File: config.mk
export PLATFORM = sky130hd
export DESIGN_NAME = fetch_unit_flat
export DESIGN_NICKNAME = d
export VERILOG_FILES = /design/src/rtl/fetch_unit_if.sv /design/src/rtl/fetch_unit.sv /design/src/flat_wrapper.sv
export SDC_FILE = /design/constraint.sdc
export NUM_CORES = 1
export LEC_CHECK = 0
export BUFFER_PORTS_ARGS = -buffer_cell sky130_fd_sc_hd__buf_2
export CORE_ASPECT_RATIO = 0.9
export CORE_MARGIN = 2
export CORE_UTILIZATION = 43
export DETAILED_ROUTE_END_ITERATION = 10
export HOLD_SLACK_MARGIN = 0.03
export PLACE_DENSITY = 0.78
export SLEW_MARGIN = 40
export SYNTH_ARGS = -nofsm -noshare
export SYNTH_HDL_FRONTEND = slang
export SYNTH_SLANG_ARGS = --single-unit
File: constraint.sdc
create_clock -name clk -period 1.3 [get_ports clk]
set_input_delay 0.13 -clock clk [delete_from_list [all_inputs] [get_ports clk]]
set_output_delay 0.13 -clock clk [all_outputs]
set_load 0.01 [all_outputs]
File: src/rtl/fetch_unit_if.sv
// Instruction memory request/acknowledge bus between the fetch stage and instruction memory.
interface fetch_unit_if #(
    parameter int ADDR_W  = 8,
    parameter int INSTR_W = 8
);
    logic               req;
    logic [ADDR_W-1:0]  addr;
    logic [INSTR_W-1:0] rdata;
    logic               ack;

    modport master (output req, output addr, input rdata, input ack);
    modport slave  (input req, input addr, output rdata, output ack);
endinterface

File: src/rtl/fetch_unit.sv
// Instruction fetch stage: holds the PC, fetches over a req/ack bus into the instruction
// register, and advances the PC (sequential or jump) once the datapath signals completion.
module fetch_unit #(
    parameter int                ADDR_W   = 8,
    parameter int                INSTR_W  = 8,
    parameter logic [ADDR_W-1:0] RESET_PC = '0
) (
    input  logic               clk,
    input  logic               rst_n,
    fetch_unit_if.master       imem,
    output logic [INSTR_W-1:0] instr,
    output logic [2:0]         opcode,
    output logic               instr_valid,
    input  logic               exec_done,
    input  logic               j,
    input  logic               jc,
    input  logic               neq,
    input  logic               eq,
    input  logic [ADDR_W-1:0]  jmp_addr,
    input  logic               halt,
    output logic [ADDR_W-1:0]  pc,
    output logic               halted
);
    typedef enum logic [1:0] {
        S_IDLE  = 2'd0,
        S_FETCH = 2'd1,
        S_EXEC  = 2'd2,
        S_HALT  = 2'd3
    } state_t;

    state_t             r_state;
    state_t             w_state_next;
    logic [ADDR_W-1:0]  r_pc;
    logic [INSTR_W-1:0] r_instr;
    logic               w_fetch_fire;
    logic               w_exec_fire;
    logic               w_taken;

    assign w_fetch_fire = (r_state == S_FETCH) && imem.ack;
    assign w_exec_fire  = (r_state == S_EXEC) && exec_done;
    // eq ^ neq is true exactly when the comparison matches the requested sense
    assign w_taken      = j | (jc & (eq ^ neq));

    always_ff @(posedge clk) begin
        if (!rst_n) begin
            r_state <= S_IDLE;
        end else begin
            r_state <= w_state_next;
        end
    end

    always_comb begin
        w_state_next = r_state;
        case (r_state)
            S_IDLE:  w_state_next = S_FETCH;
            S_FETCH: if (imem.ack) w_state_next = S_EXEC;
            S_EXEC:  if (exec_done) w_state_next = halt ? S_HALT : S_FETCH;
            S_HALT:  w_state_next = S_HALT;
            default: w_state_next = S_IDLE;
        endcase
    end

    always_ff @(posedge clk) begin
        if (!rst_n) begin
            r_pc    <= RESET_PC;
            r_instr <= '0;
        end else begin
            if (w_fetch_fire) begin
                r_instr <= imem.rdata;
            end
            if (w_exec_fire) begin
                r_pc <= w_taken ? jmp_addr : r_pc + 1'b1;
            end
        end
    end

    assign imem.req    = (r_state == S_FETCH);
    assign imem.addr   = r_pc;
    assign instr       = r_instr;
    assign opcode      = r_instr[INSTR_W-1 -: 3];
    assign instr_valid = (r_state == S_EXEC);
    assign halted      = (r_state == S_HALT);
    assign pc          = r_pc;
endmodule
File: src/flat_wrapper.sv
// flat-port wrapper written by rule: the top's interface ports become plain ports
module fetch_unit_flat 
#(
    parameter int                ADDR_W   = 8,
    parameter int                INSTR_W  = 8,
    parameter logic [ADDR_W-1:0] RESET_PC = '0
)
  (clk, rst_n, instr, opcode, instr_valid, exec_done, j, jc, neq, eq, jmp_addr, halt, pc, halted, imem_req, imem_addr, imem_rdata, imem_ack);
  fetch_unit_if #(.ADDR_W(ADDR_W), .INSTR_W(INSTR_W)) imem_i ();
  input  logic clk;
  input  logic rst_n;
  output logic [INSTR_W-1:0] instr;
  output logic [2:0] opcode;
  output logic instr_valid;
  input  logic exec_done;
  input  logic j;
  input  logic jc;
  input  logic neq;
  input  logic eq;
  input  logic [ADDR_W-1:0] jmp_addr;
  input  logic halt;
  output logic [ADDR_W-1:0] pc;
  output logic halted;
  output wire logic [$bits(imem_i.req)-1:0] imem_req;
  output wire logic [$bits(imem_i.addr)-1:0] imem_addr;
  input wire logic [$bits(imem_i.rdata)-1:0] imem_rdata;
  input wire logic [$bits(imem_i.ack)-1:0] imem_ack;
  assign imem_req = imem_i.req;
  assign imem_addr = imem_i.addr;
  assign imem_i.rdata = imem_rdata;
  assign imem_i.ack = imem_ack;
  fetch_unit #(.ADDR_W(ADDR_W), .INSTR_W(INSTR_W), .RESET_PC(RESET_PC)) u_core (.clk(clk), .rst_n(rst_n), .imem(imem_i), .instr(instr), .opcode(opcode), .instr_valid(instr_valid), .exec_done(exec_done), .j(j), .jc(jc), .neq(neq), .eq(eq), .jmp_addr(jmp_addr), .halt(halt), .pc(pc), .halted(halted));
endmodule
==> results of run 1 <==
metrics by stage:
| step | hold slack (ns) | power, W |
|---|---|---|
| after floorplan | 0.2660 | 0.0007290 |
| final | 0.05904 | 0.001097 |
| after detailed placement | 0.3802 | 0.0008235 |
| after CTS | 0.05865 | 0.001096 |
| after global placement | 0.3714 | 0.0008175 |
| after global routing | 0.05796 | 0.001149 |
final timing paths:
check	end	depth (start not counted)	slack [ns]
max reg2reg	u_core.imem.addr[7]	4	0.05
min reg2reg	u_core.instr[0]	2	0.46
min	u_core.instr[7]	3	0.06
max	u_core.imem.addr[7]	4	0.05
cell type report:
cell class	count	area [sq um]
fillers	209	858.3
well taps	27	33.78
clock buffers	3	22.52
repair buffers	66	360.3
flip-flops and latches	18	367.9
multi-input cells	86	508.0
inverters	3	11.26
placed cells by master, fill, tap and decap left out, types with 3 or more instances in the layout:
cell type and instances:
mux2i_1 5, o21ai_0 3, nand3_1 5, dfxtp_2 6, clkbuf_4 3, inv_1 3, a21oi_1 12, buf_4 12
nand2_1 25, nor2_1 3, dfxtp_1 12, buf_2 54
cells by family (layout without fill, tap and decap cells):
kind of cell               Yosys count  after routing
and+or+nand+nor                     48             48
AOI/OAI and AO/OA                   31             31
buffers and inverters               19             72
DFF                                 18             18
muxes                                5              5
adders and majority gates            1              1
xor gates and xnor gates             1              1
power by group:
group | total (W) | internal, W | leakage (nW) | switching (W)
clock | 0.000281 | 0.000108 | 0.0138 | 0.000173
sequential | 0.000597 | 0.000576 | 0.149 | 0.0000208
combinational | 0.000219 | 0.000106 | 0.474 | 0.000113
state kept, by name, indices dropped and copies added (netlist names):
| name | count |
|---|---|
| u_core.r_state | 2 |
| u_core.instr | 8 |
| u_core.imem.addr | 8 |
synthesized netlist by cell type:
library cell,instances
a211oi_1,2
a21o_1,1
a21oi_1,12
a21oi_2,1
a31oi_1,2
and2_1,2
and2b_1,1
buf_4,12
clkbuf_1,3
clkbuf_2,1
dfxtp_1,18
ha_1,1
inv_1,3
mux2i_1,5
nand2_1,25
nand2b_1,1
nand3_1,6
nand3b_1,1
nand4_1,2
nor2_1,3
nor2b_1,2
nor3_1,1
nor4_1,1
o2111ai_1,1
o211ai_1,1
o21ai_0,3
o21ba_2,1
o21bai_1,1
o221ai_1,2
o22ai_1,2
o31ai_1,1
o32ai_1,1
or2_2,2
or3_1,1
xor2_1,1
repair_timing:
item | in CTS | in global routing
setup endpoints to repair | 2 | 6
setup buffers | 0 | 1
resized for setup | 1 | 9
pin swaps | 0 | 1
cloned | 0 | 0
per-layer routing:
layer / vias up / global-route usage
li1: 534 / -
met1: 475 / 0.2668
met2: 35 / 0.3273
met3: 7 / 0.03374
met4: 0 / 0.1333
met5: - / 0
worst register-to-register path, delay by kind of cell, from the launching register on:
family	cells	cell delay, ns
AOI/OAI and AO/OA	3	0.53
and+or+nand+nor	1	0.15
DFF	1	0.45
==> metrics, run 1 <==
status completed; root buffer cell clkbuf_4; Crit path required time approximately 1.5 ns; met1 WL 1.141 mm; Leak 0.6369 nW; Setup Crit Path Kind register to register; placed cell count 199; Seq cells post-synth 18; critical path startpoint category register; first-pass GRT wire length 4.112 mm; Slew headroom 0.7244; slew of the pin with the lowest slew margin just over 0.4 ns; pins over their slew limit 0; skew final roughly 0.0025 ns; Routed Antenna Nets 0; largest family of logic cells by synthesized area simple AND/OR/NAND/NOR gates; Wirelength per Cell between 10 and 15 um; CTS Buf Count 3; Synth cell types 35; Die Width 54.12 um; Crit. End Element register; sequential area share after synthesis 0.3707; DR DRC count 0; buffer depth of the longest clock path 2; FP Rows 16; GPL Wtd Cong 0.8701; clock sink count 18; XOR/XNOR Fraction of Synth Area 0.009009; Mean Syn Cell Area just under 8 sq um; final setup violation count 0; area grow syn2layout 34.11%; port bufs 54; DR top layer met4; global route total overflow 0; antenna violations before repair 0; met2 wire length 1.301 mm; Ant. Diodes 0; Worst Hold Class input pin to register; gr usage total 0.2120; MaxCap Viol Count 0; HPWL Detailed 2.035 mm; Tcrit/Tclk final 0.9616; largest cells by area after synthesis dfxtp_1 (37%), nand2_1 (9.7%), buf_4 (9.3%), a21oi_1 (6.2%), mux2i_1 (5.1%); Tmin final 1.250 ns; CP max-delay cell dfxtp_1; final std cells w/o fill 203; htree depth 1; Crit path largest cell delay 0.45 ns; Final WS setup 0.04986 ns; final core occ 0.6030; proportion of synthesized area in mux cells 0.05148; Vias 1051; HP Start imem_rdata[7]; initial drt markers 9; Simple-Gate Fraction of Synth Area 0.2304; core area between 2000 and 2500 sq um; layout cell share with drive strength beyond 1 0.4716; Die H between 40 and 50 um; Nets 204; CTS Hold Buffers Added 0; post-route cell area between 1000 and 1500 sq um; synth warn 0; compound-gate portion of the synthesized area 0.2046; Crit Reg-Reg Startpoint u_core.imem.addr[6]; Place WS -0.005381 ns; Buf/Inv on CP 0; Total Routed Length 2.659 mm; DR pass1 iterations 4; CP Data Arrival Time between 1 and 1.5 ns; drt via density 5.177; post-synth top area cell dfxtp_1; largest net degree at the start of global routing 14; metal3 WL 163 um; Critical Path Start u_core.imem.addr[6]; CP Max Fanout 6; cell chain of the critical path nand3_1, o21ba_2, o21ai_0, o221ai_1; initial core utilization 0.4497; Max Clock Freq 799.9 MHz; Synth Cell Area 972.2 sq um; Final TNS setup 0 ns; CTS tree built; syn_nets about 150; Ports 55; Reg clk slew, reported paths 0.10 ns; die area 2658 sq um; Post-Synth Adder-Cell Area 0.01287; clock network latency to the later pin of the worst-skew pair 0.30 ns; Synth top area share 0.3707; Post-Syn Instances 123; Max VDD drop 0.4704 mV; Largest delay share family, worst path compound AO/OA/AOI/OAI gates; vias in the first global route 978; Pwr Density 841.6 nW/um^2; Fin. Hold Viols 0; placed instance area 1252 sq um
(Power assumes the default switching activity.)
==> run 2, diff against run 1 <==
CORE_UTILIZATION = 46   (was 43)
PLACE_DENSITY = 0.83   (was 0.78)
clock period = 1.5 ns   (was 1.3 ns; I/O delays follow)
==> metrics, run 2 (synthesized netlist as in run 1, its figures left out) <==
status completed; total power 0.0009948 W; Ports 55; MaxCap Viol Count 0; Fin. Hold Viols 0; layout cell share with drive strength beyond 1 0.3892; Max Clock Freq between 700 and 800 MHz; Final TNS setup 0 ns; Crit path largest cell delay approximately 0.46 ns; most frequent cells in the layout buf_2 (54), nand2_1 (25), dfxtp_1 (17); CTS tree built; Ant. Diodes 0; most common cell after layout, fill and taps aside buf_2; CTS Buf Count 3; CP Data Arrival Time approximately 1.6 ns; Max VDD drop ~0.64 mV; FP Rows 15; final setup violation count 0; Crit. End Element register; drt via density 5.453; Buf/Inv on CP 0; Reg clk slew, reported paths 0.11 ns; die area 2498 sq um; Setup Crit Path Kind register to register; CTS Hold Buffers Added 0; vias in the first global route a little under 900; critical path startpoint category register; gr usage total 0.1939; Die Width 52.46 um; root buffer cell clkbuf_4; Worst Hold Class input pin to register; Die H 47.61 um; register area approximately 360 sq um; Slew headroom 0.7558; pins over their slew limit 0; multi-input logic area roughly 500 sq um; GPL Wtd Cong 0.9118; area grow syn2layout 25.48%; Pwr Density 815.5 nW/um^2; DR DRC count 0; RSZ-0062 raised after global routing false; slew of the pin with the lowest slew margin 0.3659 ns; Nets slightly below 200; Routed Antenna Nets 0; cell chain of the critical path ha_1, nand3_1, nor3_1, mux2i_1, o211ai_1; initial drt markers 31; skew final approximately 0.011 ns; Crit path required time 1.72 ns; clock network latency to the later pin of the worst-skew pair 0.30 ns; Tmin final 1.365 ns; Largest delay share family, worst path flip-flops; buffer depth of the longest clock path 2; first-pass GRT wire length about 3.6 mm; antenna violations before repair 0; largest net degree at the start of global routing 14; DR pass1 iterations 4; CP max-delay cell dfxtp_1; global route total overflow 0; Total Routed Length approximately 2.5 mm; htree depth 1; Leak 0.5936 nW; Reg2Reg Setup Slack 0.13 ns; Wirelength per Cell 13.02 um; HPWL Detailed 1.938 mm; Tcrit/Tclk final 0.9102; port bufs 54; Vias 1047; core area between 1500 and 2000 sq um; CP Max Fanout 8; filler cell count 186; clock sink count 18; initial core utilization 0.4981
## run 2: cell types whose count changed in the layout (fill, tap and decap cells not counted), sizes merged
cell    previous run  this run
buf               66        56
clkbuf             3         4
## run 2: per-layer routing
| metal | up-vias | part of all wire | track usage |
|---|---|---|---|
| met2 | 50 | 0.51 | 0.3475 |
| li1 | 510 | - | - |
| met3 | 6 | 0.085 | 0.04063 |
| met4 | 0 | 0.018 | 0.1077 |
| met5 | - | 0 | 0 |
| met1 | 481 | 0.39 | 0.2203 |
## run 2: what timing repair did
| item | 4_1_cts | 5_1_grt |
|---|---|---|
| endpoints found under the setup margin | 0 | 1 |
| buffers inserted | 0 | 0 |
| resized for setup | 0 | 1 |
## run 2: area by class of cell
type	instances	area share
clock buffer	4	0.02974
inverter	3	0.009231
multi-input combinational	86	0.4051
sequential	18	0.2964
tap	25	0.02564
timing repair buffer	56	0.2338
## run 2: per-stage QoR
stage                     cell area, sq um    util  worst slack [ns]  instances  hold WS [ns]
after floorplan                      972.2       -            0.2161        123        0.2860
after global routing                  1220  0.6250          0.005354        192       0.07317
after global placement                1182  0.6058            0.2363        188        0.3917
after CTS                             1219  0.6244            0.1435        192       0.07913
final                                 1220  0.6250            0.1347        192       0.08235
after detailed placement              1182  0.6058            0.1533        188        0.3979
## run 2: path summary, 6_finish.rpt
| kind | endpoint | start | depth (start not counted) |
|---|---|---|---|
| worst min-delay path | u_core.instr[4] | imem_rdata[4] | 3 |
| worst max-delay path | u_core.imem.addr[6] | u_core.imem.addr[0] | 5 |
| worst max register to register | u_core.imem.addr[6] | u_core.imem.addr[0] | 5 |
| worst min register to register | u_core.instr[3] | u_core.instr[3] | 2 |
## run 2: power breakdown
part           internal [W]  switching (W)  total, W
Sequential         0.000498      0.0000202  0.000518
Combinational     0.0000798      0.0000927  0.000172
Clock              0.000148       0.000156  0.000304
Total              0.000726       0.000269  0.000995
## run 2: worst reg2reg max path, delay by kind of cell (launching register included)
kind / cells / cell delay, ns
AOI/OAI and AO/OA: 1 / 0.16
DFF: 1 / 0.46
and+or+nand+nor: 2 / 0.35
adders and majority gates: 1 / 0.22
muxes: 1 / 0.09
